`src/rtl/dmem_pkg.sv`:
```
// Shared funct3 encodings and FSM state type for the data-memory access unit.
package dmem_pkg;

    localparam logic [2:0] F3_B  = 3'b000;
    localparam logic [2:0] F3_H  = 3'b001;
    localparam logic [2:0] F3_W  = 3'b010;
    localparam logic [2:0] F3_BU = 3'b100;
    localparam logic [2:0] F3_HU = 3'b101;

    typedef enum logic [1:0] {
        IDLE,
        REQ,
        WAIT,
        DONE
    } dmem_state_t;

endpackage

```
`src/rtl/lsu_lane_align.sv`:
```
// Combinational lane logic: legality, byte enables, store replication, load extract/extend.
module lsu_lane_align
    import dmem_pkg::*;
#(
    parameter int word_width = 32,
    parameter int be_width   = 4
) (
    input  logic [2:0]            funct3,
    input  logic [1:0]            addr_lo,
    input  logic [word_width-1:0] store_data,
    input  logic [word_width-1:0] load_word,
    output logic                  legal,
    output logic [be_width-1:0]   byte_en,
    output logic [word_width-1:0] store_lanes,
    output logic [word_width-1:0] load_result
);

    logic [word_width-1:0] shifted;

    always_comb begin
        legal       = 1'b0;
        byte_en     = '0;
        store_lanes = store_data;
        load_result = load_word;
        // Bring the addressed lane down to bit 0 before extending.
        shifted     = load_word >> {addr_lo, 3'b000};
        case (funct3)
            F3_B: begin
                legal       = 1'b1;
                byte_en     = be_width'(1) << addr_lo;
                store_lanes = {(word_width/8){store_data[7:0]}};
                load_result = {{(word_width-8){shifted[7]}}, shifted[7:0]};
            end
            F3_BU: begin
                legal       = 1'b1;
                byte_en     = be_width'(1) << addr_lo;
                store_lanes = {(word_width/8){store_data[7:0]}};
                load_result = {{(word_width-8){1'b0}}, shifted[7:0]};
            end
            F3_H: begin
                legal       = ~addr_lo[0];
                byte_en     = be_width'(3) << addr_lo;
                store_lanes = {(word_width/16){store_data[15:0]}};
                load_result = {{(word_width-16){shifted[15]}}, shifted[15:0]};
            end
            F3_HU: begin
                legal       = ~addr_lo[0];
                byte_en     = be_width'(3) << addr_lo;
                store_lanes = {(word_width/16){store_data[15:0]}};
                load_result = {{(word_width-16){1'b0}}, shifted[15:0]};
            end
            F3_W: begin
                legal       = (addr_lo == 2'b00);
                byte_en     = '1;
            end
            default: legal = 1'b0;
        endcase
    end

endmodule

```
`src/rtl/dmem_access_unit.sv`:
```
// Memory-stage load/store to valid/ready data-bus bridge; stalls the pipeline until the access completes.
module dmem_access_unit
    import dmem_pkg::*;
#(
    parameter int word_width = 32,
    parameter int be_width   = 4
) (
    input  logic                  clk,
    input  logic                  reset,
    input  logic                  MemReqM,
    input  logic                  MemWriteM,
    input  logic [2:0]            Funct3M,
    input  logic [word_width-1:0] ALUResultM,
    input  logic [word_width-1:0] WriteDataM,
    output logic [word_width-1:0] ReadDataM,
    output logic                  StallMem,
    output logic                  MisalignM,
    output logic                  mem_req_valid,
    input  logic                  mem_req_ready,
    output logic [word_width-1:0] mem_addr,
    output logic                  mem_we,
    output logic [be_width-1:0]   mem_be,
    output logic [word_width-1:0] mem_wdata,
    input  logic                  mem_rsp_valid,
    input  logic [word_width-1:0] mem_rdata
);

    dmem_state_t           state_q, state_d;
    logic                  valid_q, valid_d;
    logic                  we_q, we_d;
    logic [be_width-1:0]   be_q, be_d;
    logic [word_width-1:0] addr_q, addr_d;
    logic [word_width-1:0] wdata_q, wdata_d;
    logic [word_width-1:0] rdata_q, rdata_d;
    logic                  misalign_q, misalign_d;
    logic [2:0]            funct3_q, funct3_d;
    logic [1:0]            addr_lo_q, addr_lo_d;

    logic [2:0]            al_funct3;
    logic [1:0]            al_addr_lo;
    logic                  al_legal;
    logic [be_width-1:0]   al_be;
    logic [word_width-1:0] al_wdata;
    logic [word_width-1:0] al_rdata;

    // Live request fields while detecting in IDLE; latched ones once the access is in flight.
    always_comb begin
        al_funct3  = funct3_q;
        al_addr_lo = addr_lo_q;
        if (state_q == IDLE) begin
            al_funct3  = Funct3M;
            al_addr_lo = ALUResultM[1:0];
        end
    end

    lsu_lane_align #(
        .word_width(word_width),
        .be_width  (be_width)
    ) u_align (
        .funct3     (al_funct3),
        .addr_lo    (al_addr_lo),
        .store_data (WriteDataM),
        .load_word  (mem_rdata),
        .legal      (al_legal),
        .byte_en    (al_be),
        .store_lanes(al_wdata),
        .load_result(al_rdata)
    );

    always_comb begin
        state_d    = state_q;
        valid_d    = valid_q;
        we_d       = we_q;
        be_d       = be_q;
        addr_d     = addr_q;
        wdata_d    = wdata_q;
        rdata_d    = rdata_q;
        misalign_d = 1'b0;
        funct3_d   = funct3_q;
        addr_lo_d  = addr_lo_q;
        case (state_q)
            IDLE: begin
                if (MemReqM) begin
                    if (al_legal) begin
                        valid_d   = 1'b1;
                        we_d      = MemWriteM;
                        be_d      = al_be;
                        addr_d    = {ALUResultM[word_width-1:2], 2'b00};
                        wdata_d   = al_wdata;
                        funct3_d  = Funct3M;
                        addr_lo_d = ALUResultM[1:0];
                        state_d   = REQ;
                    end else begin
                        misalign_d = 1'b1;
                        rdata_d    = '0;
                        state_d    = DONE;
                    end
                end
            end
            REQ: begin
                if (mem_req_ready) begin
                    valid_d = 1'b0;
                    state_d = we_q ? DONE : WAIT;
                end
            end
            WAIT: begin
                if (mem_rsp_valid) begin
                    rdata_d = al_rdata;
                    state_d = DONE;
                end
            end
            DONE: state_d = IDLE;
            default: state_d = IDLE;
        endcase
    end

    always_ff @(posedge clk) begin
        if (reset) begin
            state_q    <= IDLE;
            valid_q    <= 1'b0;
            we_q       <= 1'b0;
            be_q       <= '0;
            addr_q     <= '0;
            wdata_q    <= '0;
            rdata_q    <= '0;
            misalign_q <= 1'b0;
            funct3_q   <= '0;
            addr_lo_q  <= '0;
        end else begin
            state_q    <= state_d;
            valid_q    <= valid_d;
            we_q       <= we_d;
            be_q       <= be_d;
            addr_q     <= addr_d;
            wdata_q    <= wdata_d;
            rdata_q    <= rdata_d;
            misalign_q <= misalign_d;
            funct3_q   <= funct3_d;
            addr_lo_q  <= addr_lo_d;
        end
    end

    assign StallMem      = ~reset & MemReqM & (state_q != DONE);
    assign ReadDataM     = rdata_q;
    assign MisalignM     = misalign_q;
    assign mem_req_valid = valid_q;
    assign mem_addr      = addr_q;
    assign mem_we        = we_q;
    assign mem_be        = be_q;
    assign mem_wdata     = wdata_q;

endmodule

```
`config.mk`:
```
export PLATFORM = sky130hd
export DESIGN_NAME = dmem_access_unit
export DESIGN_NICKNAME = d
export VERILOG_FILES = /design/src/rtl/dmem_pkg.sv /design/src/rtl/lsu_lane_align.sv /design/src/rtl/dmem_access_unit.sv
export SDC_FILE = /design/constraint.sdc
export NUM_CORES = 1
export LEC_CHECK = 0
export BUFFER_PORTS_ARGS = -buffer_cell sky130_fd_sc_hd__buf_4
export CAP_MARGIN = 10
export CORE_UTILIZATION = 51
export CTS_CLUSTER_DIAMETER = 50
export DETAILED_ROUTE_END_ITERATION = 10
export GPL_ROUTABILITY_DRIVEN = 0
export GPL_TIMING_DRIVEN = 0
export PLACE_DENSITY = 0.85
export SYNTH_ARGS = -nofsm -noshare
export SYNTH_HDL_FRONTEND = slang
export SYNTH_SLANG_ARGS = --single-unit
```
`constraint.sdc`:
```
create_clock -name clk -period 4.67 [get_ports clk]
set_input_delay 0.934 -clock clk [delete_from_list [all_inputs] [get_ports clk]]
set_output_delay 0.934 -clock clk [all_outputs]
set_load 0.05 [all_outputs]
```
==> impl_metrics.csv, run 1 <==
group,metric,value,unit
place,dp_hpwl,11.5,mm
grt,grt_use_total,29.7,%
die,die_height,99.3,um
die,dieArea,9860,um^2
synthesis,synth_most_common_cell,"nand2_1",
drt,drt-met1-wl,6.10,mm
drt,dr_wl_met3,1.24,mm
synthesis,synth_adder_area_share,1.04,%
drt,dr.pass1.iters,7,
layout,diodes,0,
layout,syn_to_final_growth,38.6,%
synthesis,synth_top_family_by_area,"compound AO/OA/AOI/OAI gates",
grt,antenna_found_initial,0,
grt,grt_max_degree,20,
synthesis,avgSynthCellArea,8.11,um^2
drt,drt_iter0_drc,455,
layout,drive_above_1_share,34.0,%
synthesis,synth-edff-count,0,
drt,ant_nets,0,
drt,viasPerCell,5.64,
worst_setup_path,crit_path_end_kind,"register",
timing,slew_headroom,60.1,%
worst_setup_path,worstPathMaxFanout,10,
clock_network,htreeDepth,3,
synthesis,synthSimpleGateAreaFrac,19.0,%
hold_path,whs_path_depth,2,
clock_network,postCtsSetupBuffers,0,
synthesis,synth_area,4830,um^2
timing,fin_crit_sh,57.7,%
synthesis,synth_top_area_share,44.8,%
synthesis,synth_mux_area_share,5.60,%
pwr,ir_drop,392,uV
clock_network,clk_pin_slew_worst_paths,0.11,ns
synthesis,synthArstFlopShare,0,%
drt,drt-wirelength-per-cell,16.2,um
clock_network,cts_made_buffers,9,
job,maxCapViolations,0,
synthesis,synthFlopType,"dfxtp_1",
drt,drc_errors,0,
timing,setup-tns-final,0,ns
worst_setup_path,crit_required,4.98,ns
clock_network,cts_root_buf,"clkbuf_8",
place,place_ws,1.81,ns
worst_setup_path,r2r_cells,9,
clock_network,insertion_delay,0.38,ns
synthesis,synth_common_cells,"nand2_1 (152), dfxtp_1 (108), a21oi_1 (65)",
run_status,status,"complete, no violations",
place,portBuffers,205,
worst_setup_path,cp.arrival,3.00,ns
hold_path,hp-class,"reg -> reg",
synthesis,synth_top_cell_by_area,"dfxtp_1",
clock_network,cts_sinks,108,
timing,clock-skew-final,0.0174,ns
clock_network,ctsResizeCount,0,
grt,grt_pass1_vias,4874,
timing,final_hold_viol_count,0,
synthesis,synth_cells,595,
pwr,power_density,548,nW/um^2
synthesis,seq_area_frac_synth,44.8,%
synthesis,synth-xor-area-share,0,%
layout,fin_nets,921,
drt,wirelength,15.0,mm
worst_setup_path,startpoint_type,"register",
grt,gr-total-overflow,0,
timing,finalSetupViolations,0,
pwr,total_power,3670,uW
drt,num_vias,5238,
die,initial_core_util,52.5,%
timing,max_freq,371,MHz
clock_network,cts-hold-fix-buffers,0,
timing,period_minus_slack,2.69,ns
drt,dr.max_layer_used,"met4",
drt,wl_met2,7.25,mm
die,core,9200,um^2
synthesis,synth_area_leaders,"dfxtp_1 (45%), nand2_1 (12%), a21oi_1 (6.7%), nor2_1 (4.6%), a211oi_1 (3.7%)",
synthesis,synth-compound-area-share,24.3,%
die,die_w,99.3,um
timing,fin_ws,1.98,ns
timing,worst_slew_pin_slew,0.597,ns
worst_setup_path,crit_type,"reg -> reg",
timing,rsz0062_at_grt,"false",
synthesis,ys_types,45,
grt,grt_pass1_wl,23.3,mm
clock_network,clockBufferDepth,2,
die,io_pins,209,
synthesis,yosysWarnings,0,
clock_network,cts_tree,"done",
synthesis,synth-seq-cells,108,
timing,slew_violations,0,
pwr,p_leak,0.00293,uW
die,rows,35,
==> metal layers <==
layer / GRT usage (%) / vias to the layer above
met5: 0 / -
met4: 12.1 / 0
met1: 37.2 / 2421
met3: 5.62 / 50
met2: 50.5 / 264
li1: - / 2503
==> critical path, cell delays in order (launching register included) <==
cell      delay, ns
dfxtp_1        0.39
inv_1          0.10
ha_1           0.21
buf_6          0.15
mux2i_2        0.49
nand2b_1       0.12
clkbuf_1       0.24
nor2_1         0.52
o211ai_1       0.25
a21oi_1        0.15
==> where the power goes <==
part	internal (uW)	total (uW)	switching, uW	leakage, uW
clock network	206	544	338	0.0000909
registers	1080	1170	91.9	0.000879
logic	648	1960	1310	0.00196
==> cells by family (layout without fill, tap and decap cells) <==
group | Yosys count | count (layout)
buf+inv | 54 | 275
simple gates | 232 | 232
fa+ha+maj | 4 | 4
other cells | 1 | 2
compound gates | 173 | 173
mux | 23 | 23
flops | 108 | 108
==> cell type report <==
type	count	area, um^2
clock buffer	10	128
inverter	7	26.3
fill	741	2500
tap	111	139
sequential	108	2160
buffer	47	228
clock inverter	6	56.3
multi-input combinational	434	2420
timing repair buffer	205	1540
==> worst paths after layout <==
check / slack (ns) / startpoint / end
min reg2reg: 0.45 / ReadDataM[17] / ReadDataM[17]
min: 0.45 / ReadDataM[17] / ReadDataM[17]
max reg2reg: 1.98 / state_q[0] / mem_be[2]
max: 1.98 / state_q[0] / mem_be[2]
==> state kept, by name, summed over array words and instances, names as in the netlist <==
signal         count
MisalignM          1
ReadDataM         32
addr_lo_q          2
funct3_q           3
mem_addr          30
mem_be             4
mem_req_valid      1
mem_wdata         32
mem_we             1
state_q            2
==> placed cells by master (no fill, tap or decap), types with 8 or more instances in the layout <==
cell type,n
clkbuf_1,24
a22o_1,8
dfxtp_1,108
a311oi_1,12
nand2_1,152
nor2_1,59
buf_2,17
a21oi_1,65
mux2i_1,9
a211oi_1,24
buf_4,209
clkbuf_8,9
o21ai_0,9
o21ai_2,11
a222oi_1,8
o21ai_1,14
mux2_2,9
==> through the flow <==
step | utilization (%) | cells | instance area (um^2) | hold WS [ns]
3_3_place_gp | 70.8 | 912 | 6510 | 0.437
3_5_place_dp | 70.8 | 912 | 6510 | 0.442
5_1_grt | 72.8 | 928 | 6690 | 0.479
4_1_cts | 72.8 | 928 | 6690 | 0.456
6_report | 72.8 | 928 | 6690 | 0.453
2_1_floorplan | - | 596 | 4830 | 0.447
No activity file was read; power rests on OpenSTA's default activity.
==> inputs of run 2 (changes only) <==
--- a/config.mk
+++ b/config.mk
@@ -7,12 +7,12 @@
 export LEC_CHECK = 0
 export BUFFER_PORTS_ARGS = -buffer_cell sky130_fd_sc_hd__buf_4
 export CAP_MARGIN = 10
-export CORE_UTILIZATION = 51
+export CORE_UTILIZATION = 48
 export CTS_CLUSTER_DIAMETER = 50
 export DETAILED_ROUTE_END_ITERATION = 10
 export GPL_ROUTABILITY_DRIVEN = 0
 export GPL_TIMING_DRIVEN = 0
-export PLACE_DENSITY = 0.85
+export PLACE_DENSITY = 0.81
 export SYNTH_ARGS = -nofsm -noshare
 export SYNTH_HDL_FRONTEND = slang
 export SYNTH_SLANG_ARGS = --single-unit
==> constraint.sdc (replaced) <==
create_clock -name clk -period 2.55 [get_ports clk]
set_input_delay 0.51 -clock clk [delete_from_list [all_inputs] [get_ports clk]]
set_output_delay 0.51 -clock clk [all_outputs]
set_load 0.05 [all_outputs]
==> run 2 against run 1 <==
  * Utilization decreased by 2.3 points
  * Fmax increased by 10%
  * Final area increased by 2.9%
  * Global-route usage decreased by 0.72 points
  * Clock power increased by 100%
  * Via count increased by 0.52%
  * First-iteration DRC count decreased by 0.22%
  * Clock-buffer cell count decreased by 1
  * Die area increased by 6.1%
  * Sequential cell count unchanged
==> impl_metrics.csv, run 2 (synthesized netlist as in run 1, its figures left out) <==
group,metric,value,unit
timing,worst_slew_pin_slew,0.640,ns
job,maxCapViolations,0,
layout,design_area,6890,um^2
worst_setup_path,crit_type,"reg -> reg",
timing,hold_slack,0.338,ns
clock_network,htreeDepth,3,
hold_path,whs_path_depth,2,
drt,dr.pass1.iters,9,
drt,drt_iter0_drc,454,
timing,final_hold_viol_count,0,
die,core,9770,um^2
die,io_pins,209,
place,portBuffers,205,
worst_setup_path,r2r_cells,9,
clock_network,cts_made_buffers,9,
layout,drive_above_1_share,35.8,%
timing,finalSetupViolations,0,
die,dieArea,10500,um^2
timing,clock-skew-final,0.0151,ns
timing,fin_crit_sh,95.6,%
die,initial_core_util,49.4,%
worst_setup_path,crit_end,"mem_wdata[13]",
clock_network,cts_sinks,108,
layout,syn_to_final_growth,42.6,%
clock_network,clk_pin_slew_worst_paths,0.12,ns
worst_setup_path,crit_path_end_kind,"register",
pwr,ir_drop,536,uV
die,die_height,102,um
hold_path,hp-class,"in -> reg",
drt,viasPerCell,5.51,
clock_network,clockBufferDepth,2,
layout,final_cell_mix,"buf_4 (213), nand2_1 (152), dfxtp_1 (107), a21oi_1 (64), nor2_1 (58)",
clock_network,cts_root_buf,"clkbuf_8",
grt,gr-total-overflow,0,
worst_setup_path,worstPathCellList,"inv_1 > ha_1 > buf_6 > clkbuf_2 > inv_1 > o21ai_2 > buf_2 > mux2i_1 > a211oi_1",
timing,max_freq,410,MHz
grt,grt_pass1_vias,4841,
grt,grt-busiest-layer,"met2",
worst_setup_path,crit_top_cell,"inv_1",
hold_path,hold_path_startpoint,"mem_req_ready",
drt,drt-wirelength-per-cell,16.3,um
place,dp_hpwl,11.7,mm
grt,grt_pass1_wl,23.4,mm
worst_setup_path,r2r_setup_slack,0.11,ns
die,rows,36,
run_status,status,"complete, no violations",
worst_setup_path,crit_required,2.81,ns
grt,grt_max_degree,20,
grt,use_met1,35.6,%
grt,gr-usage-met2,48.4,%
worst_setup_path,crit_start,"state_q[1]",
grt,grt_use_met3,6.98,%
worst_setup_path,worstPathMaxFanout,10,
clock_network,insertion_delay,0.38,ns
pwr,power_density,1020,nW/um^2
timing,slew_violations,0,
layout,layout.cells.non_filler,955,
layout,fin_nets,926,
drt,ant_nets,0,
worst_setup_path,r2r_start,"state_q[1]",
place,dp_cells,934,
timing,period_minus_slack,2.44,ns
grt,grt_use_total,29.0,%
worst_setup_path,startpoint_type,"register",
grt,antenna_found_initial,0,
drt,drc_errors,0,
place,placed_area,6540,um^2
worst_setup_path,cp.arrival,2.70,ns
worst_setup_path,max_stage_delay,0.36,ns
timing,slew_headroom,57.1,%
layout,final_common_cell,"buf_4",
die,die_w,102,um
worst_setup_path,cpMaxStageDelayCell,"o21ai_2",
layout,diodes,0,
drt,num_vias,5265,
clock_network,cts_tree,"done",
pwr,p_leak,0.00300,uW
worst_setup_path,r2r_end,"mem_wdata[13]",
drt,wirelength,15.6,mm
[run 2: power breakdown]
part           internal (uW)  leakage, uW  switching, uW
clock                    473     0.000107            629
combinational           1300      0.00201           2490
sequential              1970     0.000879            167
total                   3740      0.00300           3280
[run 2: per-layer routing]
metal | routed length (um) | up-vias
met3 | 1340 | 40
met5 | 0 | -
met2 | 7570 | 294
met4 | 440 | 0
met1 | 6210 | 2425
li1 | - | 2506
[run 2: timing repair]
action	4_1_cts	5_1_grt
setup endpoints to repair	69	94
resized for setup	8	19
setup buffers	0	5
hold buffers	0	0
pin swaps	0	3
[run 2: how the worst min path moves through the flow]
stage / endpoint / slack [ns]
2_1_floorplan: addr_lo_q[0] / 0.45
3_3_place_gp: ReadDataM[15] / 0.43
3_5_place_dp: ReadDataM[15] / 0.43
6_report: mem_req_valid / 0.34
5_1_grt: mem_req_valid / 0.34
4_1_cts: mem_req_valid / 0.33
[run 2: cell type report]
class	count	area (um^2)
fillers	749	2890
clock buffers	9	124
clock inverters	7	81.3
inverters	7	26.3
repair buffers	210	1580
multi-input cells	434	2490
flip-flops and latches	108	2160
plain buffers	47	259
well taps	133	166
[run 2: per-stage QoR]
step | TNS (ns) | power (uW) | util [%] | worst slack [ns]
after floorplan | 0 | 4690 | - | 0.274
after global placement | -0.407 | 5640 | 66.9 | -0.0431
after detailed placement | -2.13 | 5720 | 66.9 | -0.106
after CTS | 0 | 6840 | 69.3 | 0.0149
after global routing | -0.0837 | 7380 | 70.4 | -0.0280
final | 0 | 7030 | 70.4 | 0.111
[run 2: critical path: cells and delay by family, from the launching register on]
| family | cells | cell delay [ns] |
|---|---|---|
| buffers and inverters | 5 | 1.05 |
| AO/OA/AOI/OAI | 2 | 0.46 |
| flip-flops | 1 | 0.34 |
| multiplexers | 1 | 0.30 |
| adder cells (fa/ha/maj) | 1 | 0.18 |
